<file path="src/rtl/ddr_dmaster_p2b_encoder.sv">
// ddr_dmaster_p2b_encoder
// Transmit-side packets-to-bytes encoder for the DDR debug-master byte link.
// Each accepted beat is held and expanded into SOP / channel marker / EOP /
// data bytes. Payload and channel bytes that collide with the reserved
// characters 0x7A..0x7D are escaped as ESC followed by (byte ^ 0x20).
//
// Build option: DDR_P2B_CHANNEL_EN
//   defined   - channel tracking; a CHAN marker plus the channel byte are sent
//               whenever the channel differs from the last one sent.
//   undefined - in_channel is ignored and the stream is implicitly channel 0.
//
// state    | meaning
// ---------+---------------------------------------------
// IDLE     | nothing held, waiting for a beat
// S_SOP    | driving SOP (0x7A)
// S_CHMK   | driving CHAN marker (0x7C)
// S_CHESC  | driving ESC ahead of an escaped channel byte
// S_CHBYTE | driving the channel byte (escaped if needed)
// S_EOP    | driving EOP (0x7B)
// S_DESC   | driving ESC ahead of an escaped data byte
// S_DATA   | driving the data byte; the next beat may be accepted here

module ddr_dmaster_p2b_encoder #(
    parameter int CHANNEL_WIDTH = 8
) (
    input  logic                     clk,
    input  logic                     reset_n,
    output logic                     in_ready,
    input  logic                     in_valid,
    input  logic [7:0]               in_data,
    input  logic [CHANNEL_WIDTH-1:0] in_channel,
    input  logic                     in_startofpacket,
    input  logic                     in_endofpacket,
    input  logic                     out_ready,
    output logic                     out_valid,
    output logic [7:0]               out_data
);

    localparam logic [7:0] SOP_CHAR  = 8'h7A;
    localparam logic [7:0] EOP_CHAR  = 8'h7B;
    localparam logic [7:0] CHAN_CHAR = 8'h7C;
    localparam logic [7:0] ESC_CHAR  = 8'h7D;
    localparam logic [7:0] ESC_XOR   = 8'h20;

    typedef enum logic [3:0] {
        IDLE,
        S_SOP,
        S_CHMK,
        S_CHESC,
        S_CHBYTE,
        S_EOP,
        S_DESC,
        S_DATA
    } state_e;

    state_e     state_q, state_d;
    logic       out_valid_q;
    logic [7:0] out_data_q, out_data_d;
    logic [7:0] hold_data_q, hold_data_d;
    logic       hold_sop_q, hold_sop_d;
    logic       hold_eop_q, hold_eop_d;
    logic       hold_chg_q, hold_chg_d;
    logic [7:0] ch_byte_q, ch_byte_d;
    logic       chg_in;
    logic       accept;
    logic       advance;

    function automatic logic is_special(input logic [7:0] b);
        return (b >= SOP_CHAR) && (b <= ESC_CHAR);
    endfunction

    function automatic state_e data_state(input logic [7:0] d);
        return is_special(d) ? S_DESC : S_DATA;
    endfunction

    function automatic state_e first_state(input logic sop, input logic chg,
                                           input logic eop, input logic [7:0] d);
        if (sop)      return S_SOP;
        else if (chg) return S_CHMK;
        else if (eop) return S_EOP;
        else          return data_state(d);
    endfunction

    // Byte driven in a given state; depends only on state and held beat.
    function automatic logic [7:0] byte_of(input state_e st, input logic [7:0] d,
                                           input logic [7:0] ch);
        case (st)
            S_SOP:    return SOP_CHAR;
            S_CHMK:   return CHAN_CHAR;
            S_CHESC:  return ESC_CHAR;
            S_CHBYTE: return is_special(ch) ? (ch ^ ESC_XOR) : ch;
            S_EOP:    return EOP_CHAR;
            S_DESC:   return ESC_CHAR;
            S_DATA:   return is_special(d) ? (d ^ ESC_XOR) : d;
            default:  return 8'h00;
        endcase
    endfunction

    assign in_ready  = reset_n && ((state_q == IDLE) || ((state_q == S_DATA) && out_ready));
    assign accept    = in_ready && in_valid;
    assign advance   = out_valid_q && out_ready;
    assign out_valid = out_valid_q;
    assign out_data  = out_data_q;

`ifdef DDR_P2B_CHANNEL_EN
    logic [7:0] in_ch_byte;
    logic [7:0] last_ch_q;
    logic       last_vld_q;

    // Zero-extend the incoming channel to a link byte.
    always_comb begin
        in_ch_byte = 8'h00;
        in_ch_byte[CHANNEL_WIDTH-1:0] = in_channel;
    end

    assign chg_in    = !last_vld_q || (in_ch_byte != last_ch_q);
    assign ch_byte_d = accept ? in_ch_byte : ch_byte_q;

    // Held channel byte and last-channel-sent tracking (updated when the channel byte leaves).
    always_ff @(posedge clk or negedge reset_n) begin
        if (!reset_n) begin
            ch_byte_q  <= 8'h00;
            last_ch_q  <= 8'h00;
            last_vld_q <= 1'b0;
        end else begin
            ch_byte_q <= ch_byte_d;
            if ((state_q == S_CHBYTE) && advance) begin
                last_ch_q  <= ch_byte_q;
                last_vld_q <= 1'b1;
            end
        end
    end
`else
    logic unused_channel;

    assign chg_in         = 1'b0;
    assign ch_byte_d      = 8'h00;
    assign ch_byte_q      = 8'h00;
    assign unused_channel = ^in_channel;
`endif

    // Next-state, holding-register capture and next output byte.
    always_comb begin
        hold_data_d = hold_data_q;
        hold_sop_d  = hold_sop_q;
        hold_eop_d  = hold_eop_q;
        hold_chg_d  = hold_chg_q;
        if (accept) begin
            hold_data_d = in_data;
            hold_sop_d  = in_startofpacket;
            hold_eop_d  = in_endofpacket;
            hold_chg_d  = chg_in;
        end

        state_d = state_q;
        case (state_q)
            IDLE: begin
                if (accept) state_d = first_state(in_startofpacket, chg_in, in_endofpacket, in_data);
            end
            S_SOP: begin
                if (advance) begin
                    if (hold_chg_q)      state_d = S_CHMK;
                    else if (hold_eop_q) state_d = S_EOP;
                    else                 state_d = data_state(hold_data_q);
                end
            end
            S_CHMK: begin
                if (advance) state_d = is_special(ch_byte_q) ? S_CHESC : S_CHBYTE;
            end
            S_CHESC: begin
                if (advance) state_d = S_CHBYTE;
            end
            S_CHBYTE: begin
                if (advance) state_d = hold_eop_q ? S_EOP : data_state(hold_data_q);
            end
            S_EOP: begin
                if (advance) state_d = data_state(hold_data_q);
            end
            S_DESC: begin
                if (advance) state_d = S_DATA;
            end
            S_DATA: begin
                if (advance) begin
                    if (accept) state_d = first_state(in_startofpacket, chg_in, in_endofpacket, in_data);
                    else        state_d = IDLE;
                end
            end
            default: state_d = IDLE;
        endcase

        out_data_d = byte_of(state_d, hold_data_d, ch_byte_d);
    end

    // Encoder FSM with registered out_valid / out_data.
    always_ff @(posedge clk or negedge reset_n) begin
        if (!reset_n) begin
            state_q     <= IDLE;
            out_valid_q <= 1'b0;
            out_data_q  <= 8'h00;
            hold_data_q <= 8'h00;
            hold_sop_q  <= 1'b0;
            hold_eop_q  <= 1'b0;
            hold_chg_q  <= 1'b0;
        end else begin
            state_q     <= state_d;
            out_valid_q <= (state_d != IDLE);
            out_data_q  <= out_data_d;
            hold_data_q <= hold_data_d;
            hold_sop_q  <= hold_sop_d;
            hold_eop_q  <= hold_eop_d;
            hold_chg_q  <= hold_chg_d;
        end
    end

endmodule

</file>
<file path="config.mk">
export PLATFORM = sky130hd
export DESIGN_NAME = ddr_dmaster_p2b_encoder
export DESIGN_NICKNAME = d
export VERILOG_FILES = /design/src/rtl/ddr_dmaster_p2b_encoder.sv
export SDC_FILE = /design/constraint.sdc
export NUM_CORES = 1
export LEC_CHECK = 0
export CAP_MARGIN = 20
export CORE_ASPECT_RATIO = 0.8
export CORE_MARGIN = 4
export CORE_UTILIZATION = 50
export CTS_CLUSTER_DIAMETER = 100
export CTS_CLUSTER_SIZE = 14
export DETAILED_ROUTE_END_ITERATION = 10
export GPL_TIMING_DRIVEN = 0
export PLACE_DENSITY = 0.83
export RECOVER_POWER = 100
export SYNTH_ARGS = -nofsm -noshare
export SYNTH_HDL_FRONTEND = slang
export SYNTH_SLANG_ARGS = --single-unit
export TNS_END_PERCENT = 10
</file>
<file path="constraint.sdc">
create_clock -name clk -period 6.25 [get_ports clk]
set_input_delay 1.5625 -clock clk [delete_from_list [all_inputs] [get_ports clk]]
set_output_delay 1.5625 -clock clk [all_outputs]
set_load 0.05 [all_outputs]
</file>
==> impl_metrics.tcl <==
set metrics [dict create \
    min_to "hold_data_q[0]$_DFF_PN0_" \
    synthToLayoutAreaGrowth_pct 29.9 \
    r2r-start "state_q[1]$_DFF_PN0_" \
    first_pass_iters 4 \
    cp-start-kind "input pin" \
    ys_seq_area_share_pct 49.4 \
    path_max_fanout 22 \
    grt_setup_unrepaired "false" \
    crit_chain "dlygate4sd3_1, buf_16, nand2b_1, a21oi_1, dlygate4sd3_1" \
    rows 14 \
    fin_crit_ps 5090 \
    synthDistinctLibCells 41 \
    arrival_ps 3530 \
    die_w_um 60.8 \
    synth.avg_cell_area_um2 11.1 \
    max_slew.worst_pin.slew_ps 718 \
    cts_buffers 3 \
    drt-initial-drc-count 23 \
    ys_async_sr_fraction_pct 100 \
    grt_remaining_overflow 0 \
    fin_crit_sh_pct 81.5 \
    cp_top_family "buffers and inverters" \
    r2r_cells 6 \
    min_from "hold_data_q[0]$_DFF_PN0_" \
    die_height_um 50.2 \
    syn-num-nets 122 \
    fmax_mhz 196 \
    yosysTopAreaCell "dfrtp_1" \
    worst_path_max_delay_cell "dlygate4sd3_1" \
    synth_area_leaders "dfrtp_1, mux2_2, o22a_1" \
    hpwl_um 1770 \
    yosysMostFrequentCell "dfrtp_1" \
    path_buf_inv 3 \
    wl_met3_um 159 \
    r2r_end "out_data[3]$_DFF_PN0_" \
    crit_type "in2out" \
    highest_layer "met4" \
    wl_met2_um 1280 \
    portBuffers 23 \
    wl_um 2550 \
    grt_pass1_vias 824 \
    dpl_cell_area_um2 1370 \
    hold_depth 1 \
    max_stage_delay_ps 880 \
    initial_core_util_pct 55.8 \
    ys_warn_count 0 \
    antenna_found_initial 0 \
    clk_latency_ps 310 \
    syn-cell-area_um2 1110 \
    fin_tns_setup_ps 0 \
    cts_root_buf "clkbuf_4" \
    gp_congestion 0.905 \
    clk_path_buf_depth 2 \
    grt.total_usage_pct 17.8 \
    fin_area_um2 1450 \
    postCtsHoldBufs 0 \
    viasPerCell 6.07 \
    slew_headroom_pct 51.7 \
    cts_tree "yes" \
    met1_length_um 1110 \
    layout.nets 151 \
    final_core_util_pct 72.4 \
    layout-drive-gt1-share_pct 14.1 \
    drcViolationCount 0 \
    synth_common_cells "dfrtp_1, mux2_2, nand2_1" \
    vdd_ir_drop_max_uv 292 \
    crit_path_end_kind "primary output" \
    power_density_nw_per_um2 414 \
    path_common_cell "dlygate4sd3_1" \
    required_ps 4690 \
    cts.sinks 22 \
    maxSlewViolCount 0 \
    drt-wirelength-per-cell_um 16.8 \
    hold_violations 0 \
    die-area_um2 3050 \
    synth_flop_cell "dfrtp_1" \
    max-cap-violations 0 \
    synth-edff-count 0 \
    setup-violations-final 0 \
    n_antenna_cell 0 \
    status "complete, no violations" \
    synth_cells 100 \
    cts_setup_buffers 0 \
    hp-class "reg2reg" \
    cts_max_level 1 \
    synth.top_cell.area_share_pct 49.4 \
    ff2ff_setup_slack_ps 3730 \
    coreArea_um2 2000 \
    grt_start_max_net_pins 24 \
    cts_resized 0 \
    path_clk_slew_ps 120 \
    grt_pass1_wl_um 4000 \
    skew_ps 1.30 \
    via_count 922 \
    ant_nets 0 \
    power_mw 0.599 \
    synth-seq-cells 22 \
    top_level_ports 32 \
    leakagePower_nw 0.618 \
]
[cells in the final DEF, fill, tap and decap left out, types with 2 or more instances in the layout]
cell type / instances
mux2_1: 4
and2_0: 2
mux2_2: 5
dfrtp_1: 22
a41oi_1: 2
or3_1: 2
a21oi_1: 2
a211oi_1: 2
a21boi_0: 2
nand4b_1: 2
buf_2: 2
nand2b_1: 2
clkbuf_1: 3
o21ai_0: 4
a31oi_1: 2
clkbuf_4: 3
o22a_1: 3
buf_6: 2
nor2_1: 4
nand2_1: 5
clkdlybuf4s50_1: 11
xnor2_1: 2
nand3_1: 2
nor3_1: 4
o21a_1: 2
dlygate4sd3_1: 12
[flip-flops by register name, indices dropped and copies added, names as in the netlist]
register     cells
hold_data_q      8
out_data         8
state_q          4
hold_eop_q       1
out_valid        1
[cell type report]
cell class,count,area (um2)
Timing Repair Buffer,24,258
Clock buffer,3,22.5
Buffer,7,43.8
Clock inverter,1,30.0
Fill cell,141,551
Multi-Input combinational cell,70,508
Sequential cell,22,551
Tap cell,24,30.0
Inverter,1,3.75
[stage by stage]
stage | instances | hold slack, ps | setup WS [ps]
final | 152 | 513 | 1160
after global routing | 152 | 534 | 1080
after global placement | 147 | 479 | 756
after CTS | 151 | 516 | 705
after detailed placement | 147 | 487 | 715
after floorplan | 100 | 471 | 2210
[cell families (layout without fill, tap and decap cells)]
logic type | after synthesis | count (layout) | synth area share, %
XOR/XNOR | 3 | 3 | 2.36
flip-flops | 22 | 22 | 49.4
AO/OA/AOI/OAI | 25 | 25 | 16.9
multiplexers | 9 | 9 | 9.10
other | 1 | 1 | 0.337
adder cells (fa/ha/maj) | 1 | 1 | 0.899
buffers and inverters | 8 | 36 | 4.49
AND/OR/NAND/NOR | 31 | 31 | 16.5
[report_power, final]
| part | internal (mW) | switching (mW) |
|---|---|---|
| Combinational | 0.104 | 0.160 |
| Sequential | 0.194 | 0.0308 |
| Clock | 0.0648 | 0.0445 |
| Total | 0.363 | 0.236 |
[routing by layer]
| metal | GRT usage, % | vias up |
|---|---|---|
| met2 | 28.8 | 34 |
| met1 | 24.2 | 460 |
| met5 | 0 | - |
| met4 | 2.17 | 0 |
| met3 | 5.38 | 2 |
| li1 | - | 426 |
[how the worst max path moves through the flow]
stage	from	endpoint	cells after the start
3_5_place_dp	reset_n	in_ready	4
3_3_place_gp	reset_n	in_ready	4
5_1_grt	reset_n	in_ready	5
4_1_cts	reset_n	in_ready	4
2_1_floorplan	out_ready	in_ready	2
6_report	reset_n	in_ready	5
Power figures use the tool's default switching activity.
